### src/rtl/pll_div_bank.sv
// Reconfigurable clock divider bank: NUM_OUT divided clocks and clock enables from CLKIN1,
// with a lock sequence, power-down and a DRP-style port whose writes force a relock.
module pll_div_bank #(
    parameter int                         NUM_OUT     = 4,
    parameter int                         DIV_W       = 8,
    parameter int                         LOCK_CYCLES = 64,
    parameter logic [NUM_OUT*DIV_W-1:0]   DIV_INIT    = {8'd8, 8'd4, 8'd2, 8'd1},
    parameter logic [NUM_OUT*DIV_W-1:0]   HIGH_INIT   = {8'd4, 8'd2, 8'd1, 8'd1},
    parameter logic [NUM_OUT*DIV_W-1:0]   PHASE_INIT  = '0
) (
    input  logic               CLKIN1,
    input  logic               RST,
    input  logic               PWRDWN,
    output logic [NUM_OUT-1:0] CLKOUT,
    output logic [NUM_OUT-1:0] CLKOUT_CE,
    output logic               LOCKED,
    input  logic [6:0]         DADDR,
    input  logic [15:0]        DI,
    input  logic               DEN,
    input  logic               DWE,
    output logic [15:0]        DO,
    output logic               DRDY
);

    localparam int LCW = (LOCK_CYCLES > 1) ? $clog2(LOCK_CYCLES) : 1;
    localparam int MW  = DIV_W + 1;

    typedef enum logic [1:0] {ST_OFF, ST_WAIT_LOCK, ST_RUN} state_e;

    state_e             state_q, state_d;
    logic [LCW-1:0]     cnt_q, cnt_d;
    logic [DIV_W-1:0]   div_q   [NUM_OUT];
    logic [DIV_W-1:0]   high_q  [NUM_OUT];
    logic [DIV_W-1:0]   phase_q [NUM_OUT];
    logic [DIV_W-1:0]   k_q [NUM_OUT], k_d [NUM_OUT];
    logic [DIV_W-1:0]   m_q [NUM_OUT], m_d [NUM_OUT];
    logic [MW-1:0]      m_inc [NUM_OUT];
    logic [NUM_OUT-1:0] clk_q, clk_d, ce_q, ce_d;
    logic               locked_q, run_d;
    logic [15:0]        do_q, rd_data;
    logic               drdy_q;

    logic [4:0] dchan;
    logic [1:0] dfield;
    logic       chan_ok, wr_cfg;
    logic       unused_di;

    assign dchan     = DADDR[6:2];
    assign dfield    = DADDR[1:0];
    assign chan_ok   = (32'(dchan) < NUM_OUT);
    assign wr_cfg    = DEN && DWE && chan_ok && (dfield != 2'd3);
    assign unused_di = ^DI;

    // NOTE: the config bank is small and must come back to the INIT values on RST,
    // so it is reset like ordinary flops rather than treated as an unreset memory.
    always_ff @(posedge CLKIN1 or posedge RST) begin
        if (RST) begin
            for (int i = 0; i < NUM_OUT; i++) begin
                div_q[i]   <= DIV_INIT[i*DIV_W +: DIV_W];
                high_q[i]  <= HIGH_INIT[i*DIV_W +: DIV_W];
                phase_q[i] <= PHASE_INIT[i*DIV_W +: DIV_W];
            end
        end else if (wr_cfg) begin
            for (int i = 0; i < NUM_OUT; i++) begin
                if (dchan == 5'(i)) begin
                    case (dfield)
                        2'd0:    div_q[i]   <= DI[DIV_W-1:0];
                        2'd1:    high_q[i]  <= DI[DIV_W-1:0];
                        2'd2:    phase_q[i] <= DI[DIV_W-1:0];
                        default: ;
                    endcase
                end
            end
        end
    end

    // NOTE: every combinational output gets a default before any branch, so no latch is inferred.
    always_comb begin
        rd_data = '0;
        for (int i = 0; i < NUM_OUT; i++) begin
            if (dchan == 5'(i)) begin
                case (dfield)
                    2'd0:    rd_data = 16'(div_q[i]);
                    2'd1:    rd_data = 16'(high_q[i]);
                    2'd2:    rd_data = 16'(phase_q[i]);
                    default: rd_data = '0;
                endcase
            end
        end
    end

    // NOTE: sequential state uses non-blocking assignments so all flops update together.
    always_ff @(posedge CLKIN1 or posedge RST) begin
        if (RST) begin
            drdy_q <= 1'b0;
            do_q   <= '0;
        end else begin
            drdy_q <= DEN;
            if (DEN && !DWE) do_q <= rd_data;
        end
    end

    always_ff @(posedge CLKIN1 or posedge RST) begin
        if (RST) begin
            state_q <= ST_WAIT_LOCK;
            cnt_q   <= '0;
        end else begin
            state_q <= state_d;
            cnt_q   <= cnt_d;
        end
    end

    // Power-down wins over everything; a valid config write restarts the lock count.
    always_comb begin
        state_d = state_q;
        cnt_d   = cnt_q;
        if (PWRDWN) begin
            state_d = ST_OFF;
            cnt_d   = '0;
        end else begin
            case (state_q)
                ST_OFF: begin
                    state_d = ST_WAIT_LOCK;
                    cnt_d   = '0;
                end
                ST_WAIT_LOCK: begin
                    if (wr_cfg) begin
                        cnt_d = '0;
                    end else if (cnt_q == LCW'(LOCK_CYCLES - 1)) begin
                        state_d = ST_RUN;
                        cnt_d   = '0;
                    end else begin
                        cnt_d = cnt_q + LCW'(1);
                    end
                end
                ST_RUN: begin
                    if (wr_cfg) begin
                        state_d = ST_WAIT_LOCK;
                        cnt_d   = '0;
                    end
                end
                default: begin
                    state_d = ST_WAIT_LOCK;
                    cnt_d   = '0;
                end
            endcase
        end
    end

    // k_q counts the phase delay, m_q the position in the period, both for the next output cycle.
    always_comb begin
        run_d = (state_d == ST_RUN);
        clk_d = '0;
        ce_d  = '0;
        for (int i = 0; i < NUM_OUT; i++) begin
            k_d[i]   = '0;
            m_d[i]   = '0;
            m_inc[i] = {1'b0, m_q[i]} + MW'(1);
            if (run_d) begin
                if (k_q[i] < phase_q[i]) begin
                    k_d[i] = k_q[i] + DIV_W'(1);
                end else begin
                    k_d[i]   = k_q[i];
                    clk_d[i] = (m_q[i] < high_q[i]);
                    ce_d[i]  = (m_q[i] == '0);
                    m_d[i]   = (m_inc[i] >= {1'b0, div_q[i]}) ? '0 : m_inc[i][DIV_W-1:0];
                end
            end
        end
    end

    always_ff @(posedge CLKIN1 or posedge RST) begin
        if (RST) begin
            locked_q <= 1'b0;
            clk_q    <= '0;
            ce_q     <= '0;
            for (int i = 0; i < NUM_OUT; i++) begin
                k_q[i] <= '0;
                m_q[i] <= '0;
            end
        end else begin
            locked_q <= run_d;
            clk_q    <= clk_d;
            ce_q     <= ce_d;
            for (int i = 0; i < NUM_OUT; i++) begin
                k_q[i] <= k_d[i];
                m_q[i] <= m_d[i];
            end
        end
    end

    assign CLKOUT    = clk_q;
    assign CLKOUT_CE = ce_q;
    assign LOCKED    = locked_q;
    assign DO        = do_q;
    assign DRDY      = drdy_q;

endmodule

### config.mk
export PLATFORM = sky130hd
export DESIGN_NAME = pll_div_bank
export DESIGN_NICKNAME = d
export VERILOG_FILES = /design/src/rtl/pll_div_bank.sv
export SDC_FILE = /design/constraint.sdc
export NUM_CORES = 1
export LEC_CHECK = 0
export BUFFER_PORTS_ARGS = -buffer_cell sky130_fd_sc_hd__buf_2
export CORE_ASPECT_RATIO = 0.8
export CORE_MARGIN = 4
export CORE_UTILIZATION = 55
export CTS_CLUSTER_SIZE = 24
export DETAILED_ROUTE_END_ITERATION = 10
export PLACE_DENSITY = 0.84
export REMOVE_ABC_BUFFERS = 1
export SYNTH_ARGS = -nofsm -noshare
export SYNTH_HDL_FRONTEND = slang
export SYNTH_SLANG_ARGS = --single-unit
### constraint.sdc
create_clock -name CLKIN1 -period 12.15 [get_ports CLKIN1]
set_input_delay 2.43 -clock CLKIN1 [delete_from_list [all_inputs] [get_ports CLKIN1]]
set_output_delay 2.43 -clock CLKIN1 [all_outputs]
set_load 0.01 [all_outputs]
Word-level counts from Yosys, hierarchy flattened
Index checks and enable logic that the tools add are counted.
- register bits: 194
- bits of input ports: 28
- output and inout port bits: 26
- word-level logic and storage cells: 141
- add/subtract/negate cells: 9
- magnitude comparators: 13
- equal/unequal tests: 15
- mux-type cells: 54
- reductions and logical operators: 23
- operators by type and width (cell ; count):
    $mux W8 ; 21
    $pmux W8 S3 ; 4
    $lt A8 B8 Y1 ; 8
    $mux W16 ; 3
    $add A8 B1 Y9 const B ; 4
    $ge A9 B8 Y1 ; 4
    $reduce_and A3 Y1 ; 12
    $add A8 B1 Y8 const B ; 4
    $logic_not A8 Y1 ; 4
    $mux W6 ; 4
    $mux W1 ; 16
    $pmux W6 S2 ; 1
    $eq A5 B2 Y1 const B ; 2
    $mux W2 ; 4
    $ne A2 B1 Y1 const B ; 4
    $add A6 B1 Y6 const B ; 1
    $eq A2 B2 Y1 const B ; 3
    $eq A6 B6 Y1 const B ; 1
    $eq A5 B1 Y1 const B ; 1
    $logic_not A5 Y1 ; 1
    $lt A5 B3 Y1 const B ; 1
    $eq A2 B1 Y1 const B ; 2
    $logic_and A1 B1 Y1 ; 4
    $pmux W2 S2 ; 1
    4 further kinds ; 4

Longest topological paths before layout
- word-level depth: 8
- gate-level depth with buffers: 10
- mapped depth without buffers: 10

Worst setup path after synthesis
No wires, ideal clock.
- path type: in2reg
- start point: input DADDR[6]
- end point: register k_q[0] (netlist bit)
- setup time: 121 ps
- data arrival time: 3856 ps
- data required time: 12029 ps
- path slack: 8173 ps
- stages: 7
- path buffers: 2
- cells stage by stage: or3_1 nor3b_1 o31ai_4 nand2_2 buf_6 buf_2 nor2_1
- cells in the longest elaborated chain, start to end: 8
- elaborated cells between the ends (all ways): 10
- classes of those cells: order compare (1); eq/ne (2); mux (5); reduce/logical (2)
- ends and longest elaborated chain (what ; RTL line ; source):
    start: declaration ; 17 ; input logic [6:0] DADDR,
    $lt A5 B3 Y1 (*) ; 50 ; assign chan_ok = (32'(dchan) < NUM_OUT);
    $logic_and A1 B1 Y1 (*) (2 in a row) ; 51 ; assign wr_cfg = DEN && DWE && chan_ok && (dfield != 2'd3);
    $mux W2 (on tied branches) ; 137, 127 ;
    $pmux W2 S2 (*) ; 121 ; case (state_q)
    $mux W2 (*) ; 117 ; if (PWRDWN) begin
    $eq A2 B2 Y1 (*) ; 152 ; run_d = (state_d == ST_RUN);
    $ne A2 B1 Y1 (no line) or $mux W8 (tied branches) ; -- ;
    end signal: indexed assignment ; 186 ; k_q[i] <= k_d[i];
    end: declaration ; 35 ; logic [DIV_W-1:0] k_q [NUM_OUT], k_d [NUM_OUT];
Mark *: on every way between the ends. The rest lies on a longest branch, timed or not.
A chain may end at the register's enable or synchronous reset.

==> results.py <==
metrics = {
    "global_routing": {
        "grt_overflow": 0,
        "grt_max_degree": 120,
        "grt_usage_pct": 23.8,
        "antenna_found_initial": 0,
        "grt_pass1_wl_um": 43400,
        "grt_pass1_vias": 8548,
    },
    "worst_setup_path": {
        "crit_path_start_kind": "input port",
        "required_ns": 12.52,
        "path_class": "input port to register",
        "cp-end-kind": "register",
        "arrival_ns": 5.57,
        "cp_max_fo": 37,
    },
    "clock_tree": {
        "cts_tree": "built",
        "ctsHtreeMaxLevel": 4,
        "post_cts_buffers": 0,
        "cts.sinks": 186,
        "holdBufCountCts": 0,
        "clk_latency_ns": 0.44,
        "ctsResizeCount": 0,
        "cts.path.max_buffers": 2,
        "clockRootBuffer": "clkbuf_16",
        "clk_pin_slew_ns": 0.07,
        "numCtsBuffers": 17,
    },
    "sta": {
        "setup_violations": 0,
        "finalMaxSlewViolations": 0,
        "rsz0062_at_grt": "false",
        "tightest_slew_ns": 1.16,
        "timing.fmax_mhz": 192,
        "fin_crit_sh_pct": 42.8,
        "hold_viol_final": 0,
        "fin_worst_skew_ns": 0.00738,
        "final.setup.tns_ns": 0,
        "period_minus_slack_ns": 5.20,
        "max_slew_margin_pct": 22.2,
    },
    "route": {
        "dr.pass1.iters": 8,
        "antenna_left": 0,
        "route.met2.wl_um": 12300,
        "drcViolationCount": 0,
        "highest_layer": "met4",
        "wl_per_cell_um": 19.1,
        "wl_met3_um": 2160,
        "drt-met1-wl_um": 11400,
        "vias": 8521,
        "routed_via_density": 6.14,
        "drt_iter0_drc": 800,
        "wl_um": 26500,
    },
    "power": {
        "ir_drop_v": 0.0000815,
        "power_density_nw_per_um2": 113,
        "power_leakage_nw": 5.75,
    },
    "flow_run": {
        "cap_violations": 0,
    },
    "synthesis": {
        "ys_seq_area_share_pct": 42.0,
        "synth_edf_count": 0,
        "synth_area_um2": 11100,
        "synth_flop_cell": "dfrtp_1",
        "async_flop_share_pct": 100,
        "ys_warn_count": 0,
        "ys_types": 62,
        "syn_area_per_cell_um2": 10.2,
        "netlist_instances": 1087,
        "ys_ff_latch": 186,
    },
    "layout": {
        "nets": 1241,
        "final_cells": 1387,
        "diodes": 0,
        "areaGrowthSynthToFinish_pct": 8.62,
        "drive_gt1_share_pct": 17.8,
    },
    "floorplanning": {
        "die_w_um": 167,
        "die_h_um": 135,
        "start_util_pct": 56.0,
        "core_um2": 19900,
        "num_rows": 46,
        "ios": 54,
        "die_area_um2": 22600,
    },
    "placed_design": {
        "dp_hpwl_um": 18500,
        "gp_congestion": 0.896,
        "portBuffers": 37,
        "dpl.cell_count": 1355,
    },
    "min_path": {
        "hold_path_class": "register to register",
    },
    "outcome": {
        "outcome": "complete, no violations",
    },
}
==> path summary, 6_finish.rpt <==
path                       startpoint   endpoint  slack, ns  cells after the start
setup / recovery             DADDR[0]     m_q[6]       6.95                      9
hold / removal                  DO[6]      DO[6]       0.52                      2
setup reg to reg           state_q[0]     m_q[6]       8.68                      8
hold reg to reg                 DO[6]      DO[6]       0.52                      2
max in group asynchronous         RST  div_q[26]       8.59                      3
min in group asynchronous         RST    k_q[19]       2.13                      2
==> metal layers <==
metal  up-vias  global-route usage (%)
met5         -                       0
met4         0                    7.18
met3        53                    6.71
met2       341                    38.2
met1      4214                    31.9
li1       3913                       -
==> state kept, by name (all words and copies together), names as in the netlist, 2 cells and up <==
signal,cells
high_q,32
CLKOUT,4
m_q,32
DO,8
CLKOUT_CE,4
k_q,32
phase_q,32
cnt_q,6
div_q,32
state_q,2
==> power breakdown <==
group | leakage, nW | internal (mW) | total [mW] | switching (mW)
Clock | 0.280 | 0.301 | 0.551 | 0.251
Combinational | 2.96 | 0.0531 | 0.154 | 0.101
Sequential | 2.52 | 0.638 | 0.654 | 0.0152
Total | 5.75 | 0.992 | 1.36 | 0.367
==> cells in the mapped netlist (16+ instances only) <==
cell type	instances	share of area, %
a21o_1	21	1.4
a21oi_1	73	3.3
clkbuf_1	23	0.78
dfrtp_1	177	40
ha_1	103	12
inv_1	103	3.5
mux2_2	89	9.0
mux2i_1	36	3.2
nand2_1	59	2.0
nand3_1	32	1.4
nor2_1	40	1.4
nor3_1	17	0.77
o21ai_0	47	2.1
o31ai_1	16	1.1
or3_1	23	1.3
xor2_1	20	1.6
==> worst max-delay path: stages <==
cell,delay [ns]
buf_2,0.07
buf_4,0.53
nand2_1,0.14
a41o_1,0.37
o21ai_2,0.67
nand2_2,0.47
buf_4,0.38
inv_1,0.24
and4_1,0.23
==> layout by cell type, fill, tap and decap left out, drive strengths merged, types with 35 or more instances in the layout <==
master and instances:
nor2 42, mux2 89, ha 103, o21ai 49, mux2i 36, dfrtp 177, nand3 35, buf 45
a21oi 73, inv 107, nand2 60
==> through the flow <==
stage	total power [mW]	cell area, µm²	setup slack [ns]	hold slack (ns)	util (%)
after floorplan	0.757	10900	4.68	0.471	-
after global placement	0.808	11500	6.68	0.493	57.9
after detailed placement	0.815	11500	6.60	0.497	57.9
after CTS	1.36	12100	7.04	0.513	60.8
after global routing	1.41	12100	6.87	0.535	60.8
final	1.36	12100	6.95	0.520	60.8
==> layout make-up <==
type / count / area (µm²)
Clock inverter: 12 / 111
Sequential cell: 186 / 4670
Inverter: 103 / 394
Timing Repair Buffer: 45 / 245
Tap cell: 264 / 330
Clock buffer: 20 / 467
Multi-Input combinational cell: 757 / 5860
Fill cell: 1590 / 7780
==> cells by family (layout without fill, tap and decap cells) <==
family / after synthesis / count (layout) / synth area share, %
buf+inv: 151 / 180 / 5.61
xor+xnor: 32 / 32 / 2.52
compound gates: 214 / 214 / 12.5
simple gates: 275 / 275 / 13.5
flops: 186 / 186 / 42.0
fa+ha+maj: 103 / 103 / 11.6
mux: 125 / 125 / 12.3
other cells: 1 / 8 / 0.0337
No activity file was read; power rests on OpenSTA's default activity.
